<file path="src/rtl/exec_issue_ctrl.sv">
// Issue controller between decode and execute: RAW interlock against a
// shift-register scoreboard of in-flight destination registers, flush, stall counting.
module exec_issue_ctrl #(
    parameter int PIPE_DEPTH = 3,
    parameter int CNT_W      = 16
) (
    input  logic             clk,
    input  logic             rst_n,
    input  logic             dec_valid_i,
    input  logic [31:0]      dec_instr_i,
    output logic             dec_ready_o,
    input  logic             flush_i,
    output logic             ex_valid_o,
    output logic [31:0]      ex_instr_o,
    output logic [CNT_W-1:0] stall_cnt_o
);

    localparam logic [6:0] OP_LUI    = 7'b0110111;
    localparam logic [6:0] OP_AUIPC  = 7'b0010111;
    localparam logic [6:0] OP_JAL    = 7'b1101111;
    localparam logic [6:0] OP_JALR   = 7'b1100111;
    localparam logic [6:0] OP_BRANCH = 7'b1100011;
    localparam logic [6:0] OP_LOAD   = 7'b0000011;
    localparam logic [6:0] OP_STORE  = 7'b0100011;
    localparam logic [6:0] OP_IMM    = 7'b0010011;
    localparam logic [6:0] OP_OP     = 7'b0110011;

    logic [PIPE_DEPTH-1:0]      sb_vld_q;
    logic [PIPE_DEPTH-1:0][4:0] sb_rd_q;
    logic                       ex_valid_q;
    logic [31:0]                ex_instr_q;
    logic [CNT_W-1:0]           stall_cnt_q;

    logic [6:0] opcode;
    logic [4:0] rd, rs1, rs2;
    logic       writes_rd, reads_rs1, reads_rs2;
    logic       hazard, issue;

    assign opcode = dec_instr_i[6:0];
    assign rd     = dec_instr_i[11:7];
    assign rs1    = dec_instr_i[19:15];
    assign rs2    = dec_instr_i[24:20];

    always_comb begin
        writes_rd = 1'b0;
        reads_rs1 = 1'b0;
        reads_rs2 = 1'b0;
        case (opcode)
            OP_LUI, OP_AUIPC, OP_JAL: writes_rd = 1'b1;
            OP_JALR, OP_LOAD, OP_IMM: begin writes_rd = 1'b1; reads_rs1 = 1'b1; end
            OP_OP:     begin writes_rd = 1'b1; reads_rs1 = 1'b1; reads_rs2 = 1'b1; end
            OP_BRANCH, OP_STORE: begin reads_rs1 = 1'b1; reads_rs2 = 1'b1; end
            default: ;
        endcase
    end

    // x0 is never tracked, so it is also excluded from the source compare
    always_comb begin
        hazard = 1'b0;
        for (int k = 0; k < PIPE_DEPTH; k++) begin
            if (sb_vld_q[k] &&
                ((reads_rs1 && rs1 != 5'd0 && rs1 == sb_rd_q[k]) ||
                 (reads_rs2 && rs2 != 5'd0 && rs2 == sb_rd_q[k])))
                hazard = 1'b1;
        end
        hazard = hazard && dec_valid_i;
    end

    assign dec_ready_o = !hazard && !flush_i;
    assign issue       = dec_valid_i && dec_ready_o;

    always_ff @(posedge clk or negedge rst_n) begin
        if (!rst_n) begin
            sb_vld_q    <= '0;
            sb_rd_q     <= '0;
            ex_valid_q  <= 1'b0;
            ex_instr_q  <= 32'h0;
            stall_cnt_q <= '0;
        end else begin
            // a flushed slot 0 shifts on as invalid so its rd never blocks
            for (int k = 1; k < PIPE_DEPTH; k++) begin
                sb_vld_q[k] <= (k == 1) ? (sb_vld_q[0] && !flush_i) : sb_vld_q[k-1];
                sb_rd_q[k]  <= sb_rd_q[k-1];
            end
            sb_vld_q[0] <= issue && writes_rd && rd != 5'd0;
            sb_rd_q[0]  <= (issue && writes_rd) ? rd : 5'd0;
            ex_valid_q  <= issue;
            ex_instr_q  <= issue ? dec_instr_i : 32'h0;
            if (hazard && !flush_i && stall_cnt_q != {CNT_W{1'b1}})
                stall_cnt_q <= stall_cnt_q + {{(CNT_W-1){1'b0}}, 1'b1};
        end
    end

    assign ex_valid_o  = ex_valid_q;
    assign ex_instr_o  = ex_instr_q;
    assign stall_cnt_o = stall_cnt_q;

endmodule
</file>
<file path="config.mk">
export PLATFORM = sky130hd
export DESIGN_NAME = exec_issue_ctrl
export DESIGN_NICKNAME = d
export VERILOG_FILES = /design/src/rtl/exec_issue_ctrl.sv
export SDC_FILE = /design/constraint.sdc
export NUM_CORES = 1
export LEC_CHECK = 0
export ABC_CLOCK_PERIOD_IN_PS = 3300
export BUFFER_PORTS_ARGS = -buffer_cell sky130_fd_sc_hd__buf_2
export CAP_MARGIN = 20
export CORE_MARGIN = 5
export CORE_UTILIZATION = 40
export CTS_CLUSTER_SIZE = 24
export DETAILED_ROUTE_END_ITERATION = 10
export GPL_TIMING_DRIVEN = 0
export PLACE_DENSITY = 0.66
export SLEW_MARGIN = 10
export SYNTH_ARGS = -nofsm -noshare
export SYNTH_HDL_FRONTEND = slang
export SYNTH_SLANG_ARGS = --single-unit
</file>
<file path="constraint.sdc">
create_clock -name clk -period 3.3 [get_ports clk]
set_input_delay 0.99 -clock clk [delete_from_list [all_inputs] [get_ports clk]]
set_output_delay 0.99 -clock clk [all_outputs]
set_load 0.005 [all_outputs]
</file>
==> results of run 1 <==
-- sequential cells by signal, summed over array words and instances (netlist names) --
register     cells
stall_cnt_o     16
ex_valid_o       1
sb_vld_q         3
ex_instr_o      32
sb_rd_q         15
-- logic make-up (layout without fill, tap and decap cells) --
family / count (synthesis) / count (layout) / share of synthesized area [%]
mux: 1 / 1 / 0.376
fa+ha+maj: 1 / 1 / 0.418
buf+inv: 45 / 150 / 6.31
xor+xnor: 45 / 45 / 13.2
simple gates: 87 / 87 / 13.6
compound gates: 25 / 25 / 10.1
flops: 67 / 67 / 56.0
-- placed cells by master (no fill, tap or decap), types with 4 or more instances in the layout --
cell type  count
nor2_1        35
nor4_1         5
a211oi_1       4
buf_2         80
buf_4          8
nand3_1       13
nor3_1         6
xnor2_1        9
inv_1         37
nand2_1       11
clkbuf_8       9
dfrtp_1       67
buf_6          4
a2111oi_2      7
xor2_1        36
-- metrics by stage --
step / setup TNS (ns) / util [%]
2_1_floorplan: 0 / -
3_3_place_gp: -0.514 / 48.8
3_5_place_dp: -0.602 / 49.1
4_1_cts: -0.0144 / 53.4
5_1_grt: -0.0504 / 53.6
6_report: 0 / 53.6
-- worst max-delay path, cell delays in order --
cell,delay [ns]
buf_12,0.10
buf_4,0.12
xor2_1,0.15
nor4_1,0.27
nand3_1,0.14
a31o_4,0.28
nand2_2,0.07
a21oi_2,0.05
buf_2,0.12
-- power groups by stage --
stage / clock (uW) / combinational [uW] / sequential, uW
2_1_floorplan: 0 / 50.9 / 861
3_5_place_dp: 0 / 135 / 857
6_report: 686 / 146 / 841
4_1_cts: 707 / 145 / 841
3_3_place_gp: 0 / 129 / 857
5_1_grt: 755 / 163 / 843
-- metal layers --
layer  track usage, %  share of wire, %
met1             20.5                44
met5                0                 0
met2             26.1                51
met3             2.56               4.1
met4             6.54               1.6
-- how the worst max path moves through the flow --
stage	startpoint	slack (ns)	end	cells past startpoint
floorplan	dec_instr_i[16]	0.08	dec_ready_o	7
global placement	dec_instr_i[2]	-0.51	dec_ready_o	9
detailed placement	dec_instr_i[2]	-0.55	dec_ready_o	9
CTS	dec_instr_i[17]	-0.01	dec_ready_o	9
global route	dec_instr_i[18]	-0.05	dec_ready_o	8
finish	dec_instr_i[18]	0.003	dec_ready_o	9
-- timing repair --
action / 4_1_cts / 5_1_grt
pin swaps: 12 / 5
resized for setup: 25 / 3
endpoints found under the setup margin: 1 / 1
hold endpoints to repair: 0 / 0
buffers inserted: 4 / 2
-- area by class of cell --
type,count,area share (%)
Timing Repair Buffer,91,13.9
Inverter,37,3.57
Clock buffer,9,3.19
Multi-Input combinational cell,159,30.2
Tap cell,99,3.19
Buffer,6,0.869
Sequential cell,67,43.1
Clock inverter,7,1.96
==> results.py, run 1 <==
metrics = {
    "routing": {
        "ant_nets": 0,
        "dr_total_vias": 2196,
        "wl_per_cell_um": 14.2,
        "drt-total-wl_mm": 6.73,
        "drt_pass1_iterations": 4,
        "viasPerCell": 4.62,
        "drc": 0,
        "drtIter0Drc": 86,
    },
    "finish": {
        "diodes": 0,
        "fin_cells": 475,
        "area_growth_pct": 29.8,
        "finalNetCount": 408,
        "multiInputGateArea_mm2": 0.00117,
        "finalInstanceArea_mm2": 0.00389,
        "drive_gt1_share_pct": 35.4,
        "seq_area_mm2": 0.00168,
        "fillerInstances": 670,
    },
    "hold_path": {
        "holdPathEnd": "sb_vld_q[2]$_DFF_PN0_",
        "hp-class": "register to register",
        "hold_path_depth": 0,
        "min_from": "sb_vld_q[1]$_DFF_PN0_",
    },
    "clock_tree": {
        "cts.path.max_buffers": 2,
        "clock_latency_ns": 0.34,
        "cts_tree": "done",
        "clk_pin_slew_ns": 0.07,
        "cts_sinks": 67,
        "cts_root_buf": "clkbuf_8",
        "numCtsBuffers": 9,
        "htree_levels": 3,
        "cts_hold_buf": 0,
    },
    "floorplan": {
        "ios": 86,
        "fp.dieH_um": 96.5,
        "initial_utilization_pct": 41.3,
        "core-area_mm2": 0.00725,
        "dieArea_mm2": 0.00932,
        "fp.dieW_um": 96.5,
        "rows": 31,
    },
    "yosys": {
        "syn_area_per_cell_um2": 11.0,
        "syn_area_mm2": 0.00299,
        "synth_edf_count": 0,
        "synth_cell_types": 31,
        "synth-seq-cells": 67,
        "synth_top_area_share_pct": 56.0,
        "synth_flop_cell": "dfrtp_1",
        "syn_inst": 271,
        "synth_nets": 308,
        "async_reset_ff_share_pct": 100,
        "yosysMostFrequentCell": "dfrtp_1",
        "synth_top_area_cell": "dfrtp_1",
        "synthTopCellsByCount": "67 x dfrtp_1, 37 x inv_1, 36 x nor2_1, 36 x xor2_1, 13 x nand3_1",
        "ys_seq_area_share_pct": 56.0,
        "yosys_warnings": 0,
        "yosys-top-cells-area": "dfrtp_1 56%, xor2_1 11%, inv_1 4.6%, nor2_1 4.5%, a2111oi_2 3.0%",
    },
    "placed_design": {
        "io_buffers": 84,
        "dp_slack_ns": -0.545,
        "postPlaceCellArea_mm2": 0.00356,
        "gp_congestion": 0.789,
        "placed_cells": 455,
        "hpwl_mm": 4.86,
    },
    "timing": {
        "fin_crit_sh_pct": 99.9,
        "setup_viol": 0,
        "fin_ws_ns": 0.00309,
        "fin_worst_skew_ns": 0.00764,
        "period_minus_slack_ns": 3.30,
        "worstMarginPinSlew_ns": 0.502,
        "maxSlewViolCount": 0,
        "rsz0062_at_grt": "true",
        "final_hold_viol_count": 0,
        "fmax_mhz": 303,
        "relSlewSlack_pct": 66.5,
        "hold_slack_ns": 0.422,
    },
    "power_and_ir_drop": {
        "p_sw_share_pct": 25.2,
        "power_switching_uw": 421,
        "p_per_area_mw_per_mm2": 430,
        "peakVddDrop_mv": 0.173,
        "pwr-share-comb_pct": 8.7,
        "p_seq_share_pct": 50.3,
        "power_frac_clock_pct": 41.0,
        "p_total_uw": 1670,
        "power_leakage_uw": 0.00210,
        "cellInternalPower_uw": 1250,
    },
    "run_status": {
        "status": "finished clean",
    },
    "global_routing": {
        "grt_use_total_pct": 15.8,
        "grt_pass1_wl_mm": 11.1,
        "grt_pass1_vias": 2274,
        "antenna_found_initial": 0,
        "grt_max_degree": 36,
        "grt_overflow": 0,
    },
    "worst_setup_path": {
        "reg2reg_to": "ex_instr_o[27]$_DFF_PN0_",
        "reg2regPathDepth": 9,
        "start_kind": "input pin",
        "r2r_slack_ns": 0.95,
        "timing.rr.start": "sb_rd_q[8]$_DFF_PN0_",
        "crit_fanout": 4,
        "critPathArrivalTime_ns": 2.31,
        "critPathKind": "input pin to primary output",
        "end_kind": "primary output",
        "worstPathRequired_ns": 2.31,
    },
    "flow_run": {
        "timing.max_cap.violations": 0,
    },
}
Power figures use the tool's default switching activity.
==> run 2: changes to the inputs <==
Settings changed: ABC_CLOCK_PERIOD_IN_PS 3300 to 3350.
Clock period 3.3 ns to 3.35 ns, I/O delays scaled along.
==> run 2 against run 1 <==
Against the previous run: clock skew increased by 0.00090 ns; count of clock-buffer cells in the layout unchanged; register-to-register slack gained 0.07 ns; via count fell by 0.96%; power fell by 1.7%; routed wire length fell by 1.0%; combinational power shrank 4%; first-iteration DRC count decreased by 5.8%; critical path type unchanged; highest routed layer unchanged.
==> results.py, run 2 (synthesis gave the netlist of run 1 again) <==
metrics = {
    "run_status": {
        "status": "finished clean",
    },
    "routing": {
        "wl_per_cell_um": 14.1,
        "ant_nets": 0,
        "drt-total-wl_mm": 6.66,
        "drt_pass1_iterations": 4,
        "drc": 0,
        "drtIter0Drc": 81,
        "dr_total_vias": 2175,
        "viasPerCell": 4.60,
    },
    "hold_path": {
        "hold_path_depth": 0,
        "hp-class": "register to register",
        "holdPathEnd": "sb_vld_q[2]$_DFF_PN0_",
        "min_from": "sb_vld_q[1]$_DFF_PN0_",
    },
    "worst_setup_path": {
        "reg2reg_to": "ex_instr_o[27]$_DFF_PN0_",
        "path_buf_inv": 2,
        "timing.rr.start": "sb_rd_q[4]$_DFF_PN0_",
        "max_stage_delay_ns": 0.54,
        "critPathKind": "input pin to primary output",
        "crit_fanout": 5,
        "worstPathRequired_ns": 2.34,
        "end_kind": "primary output",
        "cp_top_family": "simple AND/OR/NAND/NOR gates",
        "reg2regPathDepth": 9,
        "critPathArrivalTime_ns": 2.30,
        "r2r_slack_ns": 1.02,
        "start_kind": "input pin",
        "cp_cell_sequence": "buf_4, or4_1, nor2_1, or4_4, a31o_4, nand2_2, a21oi_2, buf_2",
        "slowest_stage": "or4_4",
    },
    "placed_design": {
        "hpwl_mm": 4.86,
        "io_buffers": 84,
        "placed_cells": 455,
        "gp_congestion": 0.789,
    },
    "floorplan": {
        "core-area_mm2": 0.00725,
        "ios": 86,
        "rows": 31,
        "initial_utilization_pct": 41.3,
        "fp.dieW_um": 96.5,
        "dieArea_mm2": 0.00932,
        "fp.dieH_um": 96.5,
    },
    "power_and_ir_drop": {
        "pwr-share-comb_pct": 8.5,
        "p_per_area_mw_per_mm2": 425,
        "power_leakage_uw": 0.00208,
        "p_sw_share_pct": 25.2,
        "peakVddDrop_mv": 0.170,
        "cellInternalPower_uw": 1230,
        "p_seq_share_pct": 50.4,
        "power_switching_uw": 413,
        "power_frac_clock_pct": 41.1,
    },
    "clock_tree": {
        "cts_root_buf": "clkbuf_8",
        "htree_levels": 3,
        "cts_sinks": 67,
        "cts.path.max_buffers": 2,
        "clock_latency_ns": 0.34,
        "cts_hold_buf": 0,
        "cts_tree": "done",
        "clk_pin_slew_ns": 0.07,
        "numCtsBuffers": 9,
    },
    "timing": {
        "period_minus_slack_ns": 3.31,
        "maxSlewViolCount": 0,
        "fin_worst_skew_ns": 0.00854,
        "relSlewSlack_pct": 67.5,
        "fmax_mhz": 302,
        "setup_viol": 0,
        "fin_crit_sh_pct": 98.7,
        "rsz0062_at_grt": "true",
        "worstMarginPinSlew_ns": 0.487,
        "final_hold_viol_count": 0,
    },
    "finish": {
        "finalNetCount": 406,
        "diodes": 0,
        "largest_register_ffs": 32,
        "final_util_pct": 53.3,
        "drive_gt1_share_pct": 35.0,
        "final_common_cell": "buf_2",
        "fin_cells": 473,
        "area_growth_pct": 29.0,
        "layout_common_cells": "80 x buf_2, 67 x dfrtp_1, 37 x inv_1",
    },
    "global_routing": {
        "grt_overflow": 0,
        "grt_pass1_wl_mm": 11.0,
        "grt_pass1_vias": 2264,
        "grt_max_degree": 36,
        "grt_use_total_pct": 15.7,
        "antenna_found_initial": 0,
    },
    "flow_run": {
        "timing.max_cap.violations": 0,
    },
}
## run 2: cell types whose count changed in the layout (fill, tap and decap cells not counted)
cell and change:
buf_6 -1, buf_4 -1, buf_8 +1, buf_12 -1
## run 2: worst max path at each step
stage | from | to | depth (start not counted)
floorplan | dec_instr_i[16] | dec_ready_o | 7
finish | dec_instr_i[18] | dec_ready_o | 8
CTS | dec_instr_i[17] | dec_ready_o | 9
global route | dec_instr_i[16] | dec_ready_o | 8
detailed placement | dec_instr_i[2] | dec_ready_o | 9
global placement | dec_instr_i[2] | dec_ready_o | 9
## run 2: what timing repair did
| item | in CTS | in global routing |
|---|---|---|
| setup buffers | 3 | 1 |
| resized for setup | 22 | 6 |
| endpoints found under the setup margin | 1 | 1 |
| pin swaps | 9 | 10 |
## run 2: final cells by class
| type | instances | area [um^2] |
|---|---|---|
| clock buffer | 9 | 124 |
| timing repair buffer | 89 | 515 |
| inverter | 37 | 139 |
| sequential | 67 | 1680 |
| tap | 99 | 124 |
| fill | 672 | 3390 |
| clock inverter | 7 | 76.3 |
| multi-input combinational | 159 | 1170 |
| buffer | 6 | 33.8 |
## run 2: power groups by stage
| stage | registers (uW) | clock network, uW | logic, uW |
|---|---|---|---|
| floorplan | 848 | 0 | 50.1 |
| global placement | 844 | 0 | 127 |
| detailed placement | 845 | 0 | 133 |
| CTS | 829 | 697 | 141 |
| global route | 830 | 744 | 158 |
| finish | 829 | 675 | 140 |
## run 2: routing by layer
layer | GRT usage, % | wire length (um) | vias to the layer above
met1 | 20.5 | 2940 | 1044
met4 | 6.54 | 110 | 0
met5 | 0 | 0 | -
li1 | - | - | 1079
met2 | 25.9 | 3370 | 42
met3 | 2.56 | 241 | 10
## run 2: metrics by stage
stage / worst slack, ns / setup TNS [ns] / hold slack [ns] / total power [uW] / instance area [um^2]
detailed placement: -0.525 / -0.547 / 0.403 / 977 / 3560
CTS: 0.000739 / 0 / 0.421 / 1670 / 3850
finish: 0.0433 / 0 / 0.421 / 1640 / 3860
global placement: -0.494 / -0.494 / 0.392 / 971 / 3540
floorplan: 0.0993 / 0 / 0.373 / 898 / 2990
global route: -0.0381 / -0.0381 / 0.438 / 1730 / 3860
